[src/rtl/cmp_stream.sv]
// cmp_stream: pipelined signed/unsigned magnitude comparator with a
// valid/ready handshake, a single result register, saturating outcome
// counters and min/max tracking of operand a.
module cmp_stream #(
    parameter int WIDTH = 8,
    parameter int CNT_W = 16
) (
    input  logic             clk,
    input  logic             rst_n,
    input  logic             in_valid,
    output logic             in_ready,
    input  logic [WIDTH-1:0] a,
    input  logic [WIDTH-1:0] b,
    input  logic             is_signed,
    input  logic             clear,
    output logic             out_valid,
    input  logic             out_ready,
    output logic             agtb,
    output logic             aeqb,
    output logic             altb,
    output logic [CNT_W-1:0] cnt_gt,
    output logic [CNT_W-1:0] cnt_eq,
    output logic [CNT_W-1:0] cnt_lt,
    output logic [WIDTH-1:0] a_max,
    output logic [WIDTH-1:0] a_min,
    output logic             stats_vld
);

    localparam logic [CNT_W-1:0] CNT_MAX  = {CNT_W{1'b1}};
    localparam logic [CNT_W-1:0] CNT_ZERO = {CNT_W{1'b0}};
    localparam logic [WIDTH-1:0] VAL_ZERO = {WIDTH{1'b0}};

    // x < y; in signed mode flipping both sign bits maps two's complement
    // onto offset binary so a plain unsigned compare gives the right order.
    function automatic logic less_than(input logic [WIDTH-1:0] x,
                                       input logic [WIDTH-1:0] y,
                                       input logic             sgn);
        logic [WIDTH-1:0] xb;
        logic [WIDTH-1:0] yb;
        xb = x;
        yb = y;
        if (sgn) begin
            xb[WIDTH-1] = ~x[WIDTH-1];
            yb[WIDTH-1] = ~y[WIDTH-1];
        end else begin
            xb = x;
            yb = y;
        end
        return (xb < yb);
    endfunction

    // Increment that sticks at the all-ones value.
    function automatic logic [CNT_W-1:0] sat_inc(input logic [CNT_W-1:0] c);
        logic [CNT_W-1:0] r;
        if (c == CNT_MAX) begin
            r = c;
        end else begin
            r = c + CNT_W'(1);
        end
        return r;
    endfunction

    logic             out_valid_r;
    logic             agtb_r, aeqb_r, altb_r;
    logic [CNT_W-1:0] cnt_gt_r, cnt_eq_r, cnt_lt_r;
    logic [WIDTH-1:0] a_max_r, a_min_r;
    logic             stats_vld_r;

    logic             accept_s;
    logic             gt_s, lt_s, eq_s;
    logic             out_valid_s;
    logic             agtb_s, aeqb_s, altb_s;
    logic [CNT_W-1:0] cnt_gt_s, cnt_eq_s, cnt_lt_s;
    logic [WIDTH-1:0] a_max_s, a_min_s;
    logic             stats_vld_s;

    // Ready depends only on the result register state and the consumer.
    assign in_ready = !out_valid_r || out_ready;
    assign accept_s = in_valid && in_ready;

    // Three-way compare of the presented operands in the requested mode.
    always_comb begin
        lt_s = less_than(a, b, is_signed);
        gt_s = less_than(b, a, is_signed);
        eq_s = !lt_s && !gt_s;
    end

    // Result register next state: load on accept, drain on pop, else hold.
    always_comb begin
        out_valid_s = out_valid_r;
        agtb_s      = agtb_r;
        aeqb_s      = aeqb_r;
        altb_s      = altb_r;
        if (accept_s) begin
            out_valid_s = 1'b1;
            agtb_s      = gt_s;
            aeqb_s      = eq_s;
            altb_s      = lt_s;
        end else if (out_ready) begin
            out_valid_s = 1'b0;
        end else begin
            out_valid_s = out_valid_r;
        end
    end

    // Statistics next state: clear first, then fold in an accepted sample so
    // a simultaneous clear+accept lands in the fresh statistics.
    always_comb begin
        cnt_gt_s    = cnt_gt_r;
        cnt_eq_s    = cnt_eq_r;
        cnt_lt_s    = cnt_lt_r;
        a_max_s     = a_max_r;
        a_min_s     = a_min_r;
        stats_vld_s = stats_vld_r;
        if (clear) begin
            cnt_gt_s    = CNT_ZERO;
            cnt_eq_s    = CNT_ZERO;
            cnt_lt_s    = CNT_ZERO;
            a_max_s     = VAL_ZERO;
            a_min_s     = VAL_ZERO;
            stats_vld_s = 1'b0;
        end else begin
            stats_vld_s = stats_vld_r;
        end
        if (accept_s) begin
            if (gt_s) begin
                cnt_gt_s = sat_inc(cnt_gt_s);
            end else if (lt_s) begin
                cnt_lt_s = sat_inc(cnt_lt_s);
            end else begin
                cnt_eq_s = sat_inc(cnt_eq_s);
            end
            if (!stats_vld_s) begin
                a_max_s = a;
                a_min_s = a;
            end else begin
                if (less_than(a_max_s, a, is_signed)) begin
                    a_max_s = a;
                end else begin
                    a_max_s = a_max_s;
                end
                if (less_than(a, a_min_s, is_signed)) begin
                    a_min_s = a;
                end else begin
                    a_min_s = a_min_s;
                end
            end
            stats_vld_s = 1'b1;
        end else begin
            stats_vld_s = stats_vld_s;
        end
    end

    // State registers; reset shows an "equal" result with nothing pending.
    always_ff @(posedge clk or negedge rst_n) begin
        if (!rst_n) begin
            out_valid_r <= 1'b0;
            agtb_r      <= 1'b0;
            aeqb_r      <= 1'b1;
            altb_r      <= 1'b0;
            cnt_gt_r    <= CNT_ZERO;
            cnt_eq_r    <= CNT_ZERO;
            cnt_lt_r    <= CNT_ZERO;
            a_max_r     <= VAL_ZERO;
            a_min_r     <= VAL_ZERO;
            stats_vld_r <= 1'b0;
        end else begin
            out_valid_r <= out_valid_s;
            agtb_r      <= agtb_s;
            aeqb_r      <= aeqb_s;
            altb_r      <= altb_s;
            cnt_gt_r    <= cnt_gt_s;
            cnt_eq_r    <= cnt_eq_s;
            cnt_lt_r    <= cnt_lt_s;
            a_max_r     <= a_max_s;
            a_min_r     <= a_min_s;
            stats_vld_r <= stats_vld_s;
        end
    end

    assign out_valid = out_valid_r;
    assign agtb      = agtb_r;
    assign aeqb      = aeqb_r;
    assign altb      = altb_r;
    assign cnt_gt    = cnt_gt_r;
    assign cnt_eq    = cnt_eq_r;
    assign cnt_lt    = cnt_lt_r;
    assign a_max     = a_max_r;
    assign a_min     = a_min_r;
    assign stats_vld = stats_vld_r;

endmodule
[config.mk]
export PLATFORM = sky130hd
export DESIGN_NAME = cmp_stream
export DESIGN_NICKNAME = d
export VERILOG_FILES = /design/src/rtl/cmp_stream.sv
export SDC_FILE = /design/constraint.sdc
export NUM_CORES = 1
export LEC_CHECK = 0
export BUFFER_PORTS_ARGS = -buffer_cell sky130_fd_sc_hd__clkbuf_2
export CAP_MARGIN = 10
export CORE_MARGIN = 4
export CORE_UTILIZATION = 55
export CTS_CLUSTER_DIAMETER = 120
export DETAILED_ROUTE_END_ITERATION = 10
export PLACE_DENSITY = 0.78
export SLEW_MARGIN = 10
export SYNTH_ARGS = -nofsm -noshare
export SYNTH_HDL_FRONTEND = slang
export SYNTH_SLANG_ARGS = --single-unit
[constraint.sdc]
create_clock -name clk -period 2.4 [get_ports clk]
set_input_delay 0.24 -clock clk [delete_from_list [all_inputs] [get_ports clk]]
set_output_delay 0.24 -clock clk [all_outputs]
set_load 0.05 [all_outputs]
Yosys cells after proc, flatten, opt, wreduce, memory -nomap -nowiden
Index checks and enable logic that the tools add are counted.
{"block": "word_totals", "out_inout_bits": 70, "reg_bits": 69, "latch_bits": 0, "ram_bits": 0, "n_memories": 0, "mem_bits_ro": 0, "in_bits": 22, "wordCells": 73}
{"block": "op_classes", "magnitude_cmp": 4, "shift": 0, "div": 0, "n_mul": 0, "bitwise_logic": 4, "eq_ne": 3, "n_reduce_logical": 7, "muxes": 42, "addsub": 3}
{"operator": "$mux W16", "count": 14}
{"operator": "$mux W8", "count": 8}
{"operator": "$add A16 B1 Y16 const B", "count": 3}
{"operator": "$eq A16 B16 Y1 const B", "count": 3}
{"operator": "$mux W7", "count": 6}
{"operator": "$lt A8 B8 Y1", "count": 4}
{"operator": "$mux W1", "count": 14}
{"operator": "$not A1 Y1", "count": 4}
{"operator": "$logic_not A1 Y1", "count": 3}
{"operator": "$logic_and A1 B1 Y1", "count": 2}
{"operator": "$reduce_bool A2 Y1", "count": 1}
{"operator": "$logic_or A1 B1 Y1", "count": 1}

Longest topological paths before layout
Gate-level depths: netlist of the first run.
{"block": "depth", "word_depth": 9, "ltp_mapped": 13, "ltp_nobuf": 10}

Worst setup path before layout of the first run
Ideal clock, no wire load.
{"block": "synth_timing", "kind": "input port to flip-flop", "start": "input port clear", "end": "register a_max_r[1], in the netlist a_max[1]", "cell_stages": 11, "t_arrival_ns": 2.577, "path_buffers": 3, "required_ns": 2.275, "setup_ns": 0.125, "setup_slack_ns": -0.302, "path_cell_list": "buf_6 -> clkbuf_1 -> clkbuf_1 -> nor2b_1 -> ha_1 -> a21oi_1 -> nor2_1 -> a211oi_1 -> a21oi_1 -> nor2_1 -> mux2_2"}
{"block": "synth_between", "elab_chain_len": 9, "elab_cells_between_ends": 12, "cone_classes": "order compare (1); mux (10); bitwise (1)"}
{"element": "from (decl)", "line_no": "15", "source": "input logic clear,"}
{"element": "$mux W8", "line_no": "115", "source": "if (clear) begin"}
{"element": "$not A1 Y1", "line_no": "43", "source": "xb[WIDTH-1] = ~x[WIDTH-1];"}
{"element": "$mux W1", "line_no": "42", "source": "if (sgn) begin"}
{"element": "$mux W1", "line_no": "133", "source": "if (!stats_vld_s) begin"}
{"element": "$mux W1", "line_no": "125", "source": "if (accept_s) begin"}
{"element": "$lt A8 B8 Y1", "line_no": "49", "source": "return (xb < yb);"}
{"element": "$mux W8", "line_no": "137", "source": "if (less_than(a_max_s, a, is_signed)) begin"}
{"element": "$mux W8", "line_no": "133"}
{"element": "$mux W8 *", "line_no": "125"}
{"element": "via a_max_s[1]", "line_no": "74", "source": "logic [WIDTH-1:0] a_max_s, a_min_s;"}
{"element": "to (signal assigned)", "line_no": "175", "source": "a_max_r <= a_max_s;"}
{"element": "to (decl)", "line_no": "66", "source": "logic [WIDTH-1:0] a_max_r, a_min_r;"}
Mark *: on every way through the listed nets, which the timed path passes. The rest lies on a longest branch. The select of a mux whose other input is x is not followed.
A chain may end at the register's enable or synchronous reset.

Worst setup path in the final report of the first run
{"block": "layout_timing", "start": "input port is_signed", "end": "register cnt_eq_r[8], in the netlist cnt_eq[8]"}
{"block": "layout_between", "elab_chain_len": 5, "elab_cells_between_ends": 7, "cone_classes": "order compare (2); mux (5)"}
{"element": "from (decl)", "line_no": "14", "source": "input logic is_signed,"}
{"element": "$mux W1", "line_no": "42"}
{"element": "$lt A8 B8 Y1", "line_no": "49"}
{"element": "$mux W16", "line_no": "128", "source": "end else if (lt_s) begin"}
{"element": "$mux W16 *", "line_no": "126", "source": "if (gt_s) begin"}
{"element": "$mux W16 *", "line_no": "125"}
{"element": "via cnt_eq_s[8]", "line_no": "73", "source": "logic [CNT_W-1:0] cnt_gt_s, cnt_eq_s, cnt_lt_s;"}
{"element": "to (signal assigned)", "line_no": "173", "source": "cnt_eq_r <= cnt_eq_s;"}
{"element": "to (decl)", "line_no": "65", "source": "logic [CNT_W-1:0] cnt_gt_r, cnt_eq_r, cnt_lt_r;"}
Mark *: on every way through the listed nets, which the timed path passes. The rest lies on a longest branch.

==> flow_summary.ini, run 1 <==
[global_routing]
grt_max_degree = 70
grt_pass1_vias = 4050
antenna_found_initial = 0
grt-ovfl-total = 0
grt_pass1_wl_um = 18500
globalRouteTotalUtil_pct = 26.2

[finish]
syn_to_final_growth_pct = 30.2
final_cell_mix = clkbuf_2 (90), dfrtp_1 (66), buf_4 (59)
fin_area_um2 = 5370
seqCellArea_um2 = 1730
drive_above_1_share_pct = 34.1
fin_util_pct = 74.0
multiInputGateArea_um2 = 2310
fillers = 550
diodes = 0
layout.nets = 632
final_common_cell = clkbuf_2

[detailed_routing]
drt_iter0_drc = 160
drc = 0
ant_nets = 0
totalWireLength_um = 11100
dr.pass1.iters = 4
route.vias.total = 3955
wl_per_cell_um = 16.1
vias_per_cell = 5.75

[logic_synthesis]
synth_area_um2 = 4120
syn_inst = 437
synth_area_per_cell_um2 = 9.44
async_flop_share_pct = 100
yosysWarnings = 0
synth_edf_count = 0
synth_nets = 484
ys_types = 51
synth_ff_type = dfrtp_1
ys_seq_area_share_pct = 41.9
synth-seq-cells = 69

[sta]
final_hold_viol_count = 0
period_share_pct = 94.0
clock.fmax_mhz = 443
worst_slack_ns = 0.145
relSlewSlack_pct = 71.3
slew_violations = 0
rsz0062_at_grt = no
setup_viol = 0
tightest_slew_ns = 0.420
finalClockSkew_ns = 0.00675
post-route-min-period_ns = 2.25

[floorplan]
die-height_um = 94.6
core-area_um2 = 7250
dieWidth_um = 94.6
row_count = 31
ioPinCount = 92
die_area_um2 = 8950
floorplan.initialDensity_pct = 56.9

[flow_run]
max_cap_violations = 0

[pwr]
power_per_cell_area_nw_per_um2 = 541
p_leak_nw = 2.58
ir_drop_mv = 0.365

[placement]
dp.final_hpwl_um = 8430
dpl_worst_slack_ns = -0.216
port_buffers = 91
gp_congestion = 0.950
place_area_um2 = 5150

[clocking]
cts_max_level = 3
cts.reportedPaths.clkPinSlew_ns = 0.07
numClockSinks = 69
cts_tree = built
cts_buffer_depth = 2
clockRootBuffer = clkbuf_8
clock_latency_ns = 0.35
cts_buffers = 9

[worst_setup_path]
worst-path-buf-inv = 2
path_cells = clkbuf_2, xor2_1, inv_1, ha_1, nand4_1, or3_1, a21o_1, nor4_1, mux2_2
path_delay_family = simple AND/OR/NAND/NOR gates
cpMaxStageDelayCell = or3_1
crit_type = in -> reg
end_kind = flop
cp.depth = 9
max_stage_delay_ns = 0.40
startpoint_type = input port
cp_max_fo = 13
worstPathRequired_ns = 2.64
rr_worst_depth = 9
crit_arrival_ns = 2.49

[worst_hold_path]
hp-class = in -> reg
min_delay_path_depth = 2

[outcome]
outcome = complete, no violations
[cell usage after synthesis, types with 9 or more instances]
master / instances / area (um2)
dfrtp_1: 68 / 1700
nand2_1: 56 / 210
a21oi_1: 28 / 140
ha_1: 25 / 313
nor2b_1: 25 / 156
xnor2_1: 19 / 166
nand3_1: 18 / 90.1
nor2_1: 16 / 60.1
mux2_2: 15 / 169
inv_1: 13 / 48.8
clkbuf_1: 12 / 45.0
nand4_1: 12 / 75.1
nor3_1: 11 / 55.1
or3_1: 11 / 68.8
o21ai_0: 9 / 45.0
[worst register-to-register path: stages (launching register included)]
cell	delay (ns)
dfrtp_2	0.41
nand2_1	0.10
xnor2_1	0.12
ha_1	0.26
nand2_1	0.09
nor2_1	0.04
a211oi_1	0.33
a21oi_2	0.13
nor2_4	0.26
mux2_2	0.37
[where the power goes]
part           switching (mW)  internal [mW]  leakage [nW]
combinational           0.423          0.229          1.55
sequential             0.0340           1.21         0.930
clock                   0.444          0.561         0.103
total                   0.901           2.00          2.58
[cells by family after synthesis]
kind of cell               Yosys count  share of synthesized area [%]
adders and majority gates           25                           7.58
xor gates and xnor gates            24                           5.10
AOI/OAI and AO/OA                   72                           11.0
and+or+nand+nor                    196                           25.7
DFF                                 69                           41.9
buffers and inverters               29                           2.91
muxes                               22                           5.79
[flip-flops by register name, summed over array words and instances (netlist names)]
| signal | flops |
|---|---|
| a_max | 8 |
| a_min | 8 |
| aeqb | 1 |
| agtb | 1 |
| altb | 1 |
| cnt_eq | 16 |
| cnt_gt | 16 |
| cnt_lt | 16 |
| out_valid | 1 |
| stats_vld | 1 |
[layout make-up]
type / count / area share [%]
multi-input cells: 339 / 43.1
flip-flops and latches: 69 / 32.2
repair buffers: 153 / 17.7
clock buffers: 14 / 3.22
well taps: 99 / 2.31
inverters: 13 / 0.909
clock inverters: 1 / 0.559
[stage by stage]
| step | setup TNS (ns) | instances | total power, mW | hold WS [ns] |
|---|---|---|---|---|
| after CTS | 0 | 688 | 2.91 | 0.154 |
| after global placement | -1.77 | 672 | 1.90 | 0.292 |
| after floorplan | 0 | 437 | 1.66 | -0.0556 |
| after detailed placement | -3.74 | 672 | 1.92 | 0.291 |
| final | 0 | 688 | 2.90 | 0.161 |
| after global routing | 0 | 688 | 3.03 | 0.170 |
[metal layers]
layer / wire (um) / part of all wire, % / track usage (%)
met5: 0 / 0 / 0
met3: 442 / 4.0 / 3.59
met2: 5720 / 52 / 45.9
met1: 4650 / 42 / 32.0
met4: 252 / 2.3 / 12.3
[what timing repair did]
action / CTS / global route
hold buffers: 1 / 0
buffers inserted: 0 / 0
gates resized for setup: 0 / 1
setup endpoints to repair: 0 / 1
hold endpoints to repair: 68 / 0
[path summary, 6_finish.rpt]
kind | from | to | slack [ns]
min in group asynchronous | rst_n | cnt_lt[15]$_DFF_PN0_ | 0.44
min | in_valid | out_valid$_DFFE_PN0P_ | 0.16
min reg2reg | aeqb$_DFFE_PN1P_ | aeqb$_DFFE_PN1P_ | 0.47
max reg2reg | a_max[7]$_DFF_PN0_ | a_max[6]$_DFF_PN0_ | 0.15
max in group asynchronous | rst_n | a_max[7]$_DFF_PN0_ | 1.64
max | is_signed | cnt_eq[8]$_DFF_PN0_ | 0.15
Power figures use the tool's default switching activity.
==> run 2, diff against run 1 <==
--- a/config.mk
+++ b/config.mk
@@ -8,10 +8,10 @@
 export BUFFER_PORTS_ARGS = -buffer_cell sky130_fd_sc_hd__clkbuf_2
 export CAP_MARGIN = 10
 export CORE_MARGIN = 4
-export CORE_UTILIZATION = 55
+export CORE_UTILIZATION = 49
 export CTS_CLUSTER_DIAMETER = 120
 export DETAILED_ROUTE_END_ITERATION = 10
-export PLACE_DENSITY = 0.78
+export PLACE_DENSITY = 0.73
 export SLEW_MARGIN = 10
 export SYNTH_ARGS = -nofsm -noshare
 export SYNTH_HDL_FRONTEND = slang
==> constraint.sdc (replaced) <==
create_clock -name clk -period 1.9 [get_ports clk]
set_input_delay 0.19 -clock clk [delete_from_list [all_inputs] [get_ports clk]]
set_output_delay 0.19 -clock clk [all_outputs]
set_load 0.05 [all_outputs]
==> flow_summary.ini, run 2 (same netlist as run 1, synthesis figures left out) <==
[floorplan]
row_count = 33
die-height_um = 99.7
core-area_um2 = 8220
floorplan.initialDensity_pct = 50.2
dieWidth_um = 99.7
die_area_um2 = 9950
ioPinCount = 92

[finish]
final_common_cell = buf_4
fillers = 321
diodes = 0
drive_above_1_share_pct = 62.2
fin_area_um2 = 7280
layout.nets = 733
final_cell_mix = buf_4 (127), clkbuf_2 (88), nand2_1 (50)
syn_to_final_growth_pct = 76.5
instances_no_fill = 796
seqCellArea_um2 = 1760
multiInputGateArea_um2 = 3200
fin_util_pct = 88.6

[detailed_routing]
drt_iter0_drc = 412
dr.pass1.iters = 5
route.vias.total = 5044
totalWireLength_um = 18900
vias_per_cell = 6.34
wl_per_cell_um = 23.8
ant_nets = 0
drc = 0

[global_routing]
grt-ovfl-total = 0
grt_pass1_wl_um = 22500
grt_max_degree = 70
grt_pass1_vias = 4651
antenna_found_initial = 0
globalRouteTotalUtil_pct = 28.2

[placement]
port_buffers = 91
gp_congestion = 0.851
place_area_um2 = 5830
dpl_worst_slack_ns = -0.641
dp.cells = 736
dp.final_hpwl_um = 9170

[sta]
clock.fmax_mhz = 427
period_share_pct = 123
tns_ns = -8.74
post-route-min-period_ns = 2.34
worst_slack_ns = -0.444
setup_viol = 52
slew_violations = 0
finalClockSkew_ns = 0.0126
relSlewSlack_pct = 70.6
final_hold_viol_count = 0
rsz0062_at_grt = yes
tightest_slew_ns = 0.437

[clocking]
clock_latency_ns = 0.36
cts_max_level = 3
cts_buffers = 9
cts_buffer_depth = 2
clockRootBuffer = clkbuf_8
numClockSinks = 69
cts.reportedPaths.clkPinSlew_ns = 0.08
cts_tree = built

[worst_setup_path]
startpoint_type = flop
max_stage_delay_ns = 0.44
worstPathRequired_ns = 2.13
worst-path-buf-inv = 0
timing.rr.start = a_max[1]$_DFF_PN0_
cpMaxStageDelayCell = o31ai_2
path_delay_family = compound AO/OA/AOI/OAI gates
cp-startpoint = a_max[1]$_DFF_PN0_
cp_max_fo = 6
crit_arrival_ns = 2.57
path_cells = nor2b_4, ha_4, o21ai_2, a31oi_1, o31ai_2, a21oi_4, nor2_4, mux2_4
end_kind = flop
crit_type = reg -> reg

[outcome]
violations = negative setup slack
outcome = finished with violations

[pwr]
ir_drop_mv = 0.537
p_leak_nw = 3.35
power_per_cell_area_nw_per_um2 = 600

[worst_hold_path]
hp-class = in -> reg
hp-start = in_valid

[flow_run]
max_cap_violations = 0
-- run 2: cell types whose count changed in the layout (fill, tap and decap cells not counted), moves of 11 or more --
cell,delta
nor2b_4,+11
nor2b_1,-11
mux2_4,+12
a21oi_2,+14
a21oi_1,-15
dfrtp_1,-24
dfrtp_2,+24
buf_6,+26
buf_4,+68
mux2_2,-12
-- run 2: final cells by class --
cell class | count | area share (%)
timing repair buffer | 253 | 26.0
sequential | 69 | 24.2
inverter | 13 | 0.739
tap | 105 | 1.80
clock inverter | 4 | 1.31
multi-input combinational | 340 | 43.9
clock buffer | 12 | 1.99
-- run 2: final timing paths --
check                                             end  slack (ns)  cells past startpoint
worst max-delay path               a_max[5]$_DFF_PN0_       -0.44                      8
worst min-delay path            out_valid$_DFFE_PN0P_        0.15                      2
worst max register to register     a_max[5]$_DFF_PN0_       -0.44                      8
worst min register to register       aeqb$_DFFE_PN1P_        0.48                      2
max in group asynchronous       out_valid$_DFFE_PN0P_        1.17                      3
min in group asynchronous         cnt_gt[2]$_DFF_PN0_        0.38                      3
-- run 2: metal layers --
| layer | track usage [%] | wire length [um] | vias to the layer above |
|---|---|---|---|
| met5 | 0 | 0 | - |
| met4 | 10.3 | 1260 | 0 |
| met1 | 35.5 | 6650 | 2432 |
| met3 | 5.05 | 1750 | 133 |
| li1 | - | - | 2077 |
| met2 | 48.3 | 9240 | 402 |
-- run 2: timing repair --
item | in CTS | in global routing
hold buffers | 1 | 0
resized for setup | 63 | 104
setup endpoints to repair | 52 | 59
hold endpoints to repair | 68 | 0
setup buffers | 22 | 24
pin swaps | 38 | 52
gates cloned | 2 | 0
-- run 2: report_power, final --
group | internal (mW) | leakage [nW] | total [mW] | switching [mW]
logic | 0.524 | 2.33 | 1.27 | 0.750
clock network | 0.908 | 0.121 | 1.51 | 0.599
registers | 1.53 | 0.893 | 1.59 | 0.0557
total | 2.97 | 3.35 | 4.37 | 1.40
-- run 2: per-stage QoR --
step	hold WS [ns]	power (mW)
after floorplan	-0.106	2.17
after global placement	0.243	2.50
after detailed placement	0.236	2.53
after CTS	0.133	4.10
after global routing	0.153	4.51
final	0.154	4.37
==> run 3, diff against run 2 <==
--- a/config.mk
+++ b/config.mk
@@ -5,9 +5,8 @@
 export SDC_FILE = /design/constraint.sdc
 export NUM_CORES = 1
 export LEC_CHECK = 0
-export BUFFER_PORTS_ARGS = -buffer_cell sky130_fd_sc_hd__clkbuf_2
+export BUFFER_PORTS_ARGS = -buffer_cell sky130_fd_sc_hd__buf_4
 export CAP_MARGIN = 10
-export CORE_MARGIN = 4
 export CORE_UTILIZATION = 49
 export CTS_CLUSTER_DIAMETER = 120
 export DETAILED_ROUTE_END_ITERATION = 10
==> flow_summary.ini, run 3 (same netlist as run 1, synthesis figures left out) <==
[outcome]
outcome = finished with violations
violations = negative setup slack

[worst_setup_path]
worstPathRequired_ns = 2.13
cp_max_fo = 4
crit_arrival_ns = 2.40
startpoint_type = flop
path_cells = nand2_4, xnor2_2, ha_1, nand2_2, nor3_4, o31ai_2, a21oi_2, nor2_4, buf_6, mux2_4
cpMaxStageDelayCell = dfrtp_2
end_kind = flop
max_stage_delay_ns = 0.40
crit_type = reg -> reg

[pwr]
comb_power_share_pct = 29.8
power_frac_clock_pct = 30.5
power_per_cell_area_nw_per_um2 = 550
swShare_pct = 33.9
p_leak_nw = 3.39
seqPwrFrac_pct = 39.7
p_int_mw = 2.63
finalPower_mw = 3.98
ir_drop_mv = 0.414
power.switching_mw = 1.35

[detailed_routing]
drc = 0
dr_wl_met3_um = 1060
top_layer_used = met4
drt_iter0_drc = 338
m1WireLength_um = 6110
ant_nets = 0
dr.pass1.iters = 5
wl_per_cell_um = 21.0
route.met2.wl_um = 8440
totalWireLength_um = 16400
vias_per_cell = 6.10
route.vias.total = 4768

[clocking]
cts_tree = built
cts.reportedPaths.clkPinSlew_ns = 0.07
clock_latency_ns = 0.36
cts_max_level = 3
numClockSinks = 69
clockRootBuffer = clkbuf_8
cts_buffer_depth = 2
cts_buffers = 9

[finish]
final_common_cell = buf_4
diodes = 0
layout.nets = 718
fillers = 359
final_cell_mix = buf_4 (211), nand2_1 (50), dfrtp_1 (43)
drive_above_1_share_pct = 60.9
syn_to_final_growth_pct = 75.3
instances_no_fill = 781
multiInputGateArea_um2 = 3170
fin_area_um2 = 7230
seqCellArea_um2 = 1760

[floorplan]
die-height_um = 93.7
die_area_um2 = 8790
dieWidth_um = 93.7
floorplan.initialDensity_pct = 50.4
ioPinCount = 92
core-area_um2 = 8180
row_count = 33

[sta]
period_share_pct = 114
relSlewSlack_pct = 67.1
final_hold_viol_count = 0
rsz0062_at_grt = yes
worst_slack_ns = -0.263
setup_viol = 53
slew_violations = 0
post-route-min-period_ns = 2.16
tightest_slew_ns = 0.493
clock.fmax_mhz = 462
finalClockSkew_ns = 0.0133

[flow_run]
max_cap_violations = 0

[placement]
port_buffers = 91
gp_congestion = 0.903
place_area_um2 = 6040
dp.cells = 733
dpl_worst_slack_ns = -0.562
dp.final_hpwl_um = 8980

[worst_hold_path]
hp-class = in -> reg

[global_routing]
antenna_found_initial = 0
grt-ovfl-total = 0
grt_pass1_wl_um = 21000
grt_pass1_vias = 4425
grt_max_degree = 36
globalRouteTotalUtil_pct = 30.8
-- run 3: critical path: cells and delay by family, from the launching register on --
family	cells	cell delay [ns]
XOR/XNOR	1	0.14
buffers and inverters	1	0.14
multiplexers	1	0.29
flip-flops	1	0.40
AO/OA/AOI/OAI	2	0.34
adder cells (fa/ha/maj)	1	0.32
AND/OR/NAND/NOR	4	0.43
-- run 3: final cells by class --
| class | count | share of cell area (%) |
|---|---|---|
| Multi-Input combinational cell | 340 | 43.8 |
| Clock inverter | 7 | 0.917 |
| Tap cell | 105 | 1.82 |
| Clock buffer | 9 | 1.71 |
| Inverter | 13 | 0.744 |
| Timing Repair Buffer | 238 | 26.6 |
| Sequential cell | 69 | 24.3 |
-- run 3: metal layers --
metal	up-vias	GRT usage [%]
met5	-	0
met3	94	5.58
met2	262	53.2
li1	2047	-
met4	0	12.3
met1	2365	37.9
-- run 3: through the flow --
stage | hold slack [ns] | util, % | TNS (ns)
floorplan | -0.106 | - | -8.32
global placement | 0.173 | 73.8 | -19.76
detailed placement | 0.182 | 73.8 | -23.37
CTS | 0.0904 | 81.3 | -1.43
global route | 0.0991 | 88.4 | -8.95
finish | 0.103 | 88.4 | -6.13
-- run 3: power by group through the flow --
stage	combinational (mW)	clock [mW]	sequential, mW
after global routing	1.24	1.30	1.58
final	1.18	1.21	1.58
after global placement	0.943	0	1.60
after detailed placement	0.964	0	1.60
after CTS	1.07	1.20	1.58
after floorplan	0.350	0	1.82
-- run 3: repair_timing --
item | 4_1_cts | 5_1_grt
endpoints found under the hold margin | 34 | 0
hold buffers | 1 | 0
gates resized for setup | 65 | 84
pin swaps | 42 | 46
cloned | 2 | 0
endpoints found under the setup margin | 55 | 62
buffers inserted | 15 | 17
-- run 3: worst paths after layout --
path                               startpoint               endpoint  slack, ns  cells past startpoint
setup reg to reg           a_max[7]$_DFF_PN0_     a_max[3]$_DFF_PN0_      -0.26                     10
max in group asynchronous               rst_n       aeqb$_DFFE_PN1P_       0.92                      3
hold reg to reg              altb$_DFFE_PN0P_       altb$_DFFE_PN0P_       0.50                      2
setup / recovery           a_max[7]$_DFF_PN0_     a_max[3]$_DFF_PN0_      -0.26                     10
min in group asynchronous               rst_n    cnt_gt[3]$_DFF_PN0_       0.34                      2
hold / removal                       in_valid  out_valid$_DFFE_PN0P_       0.10                      2
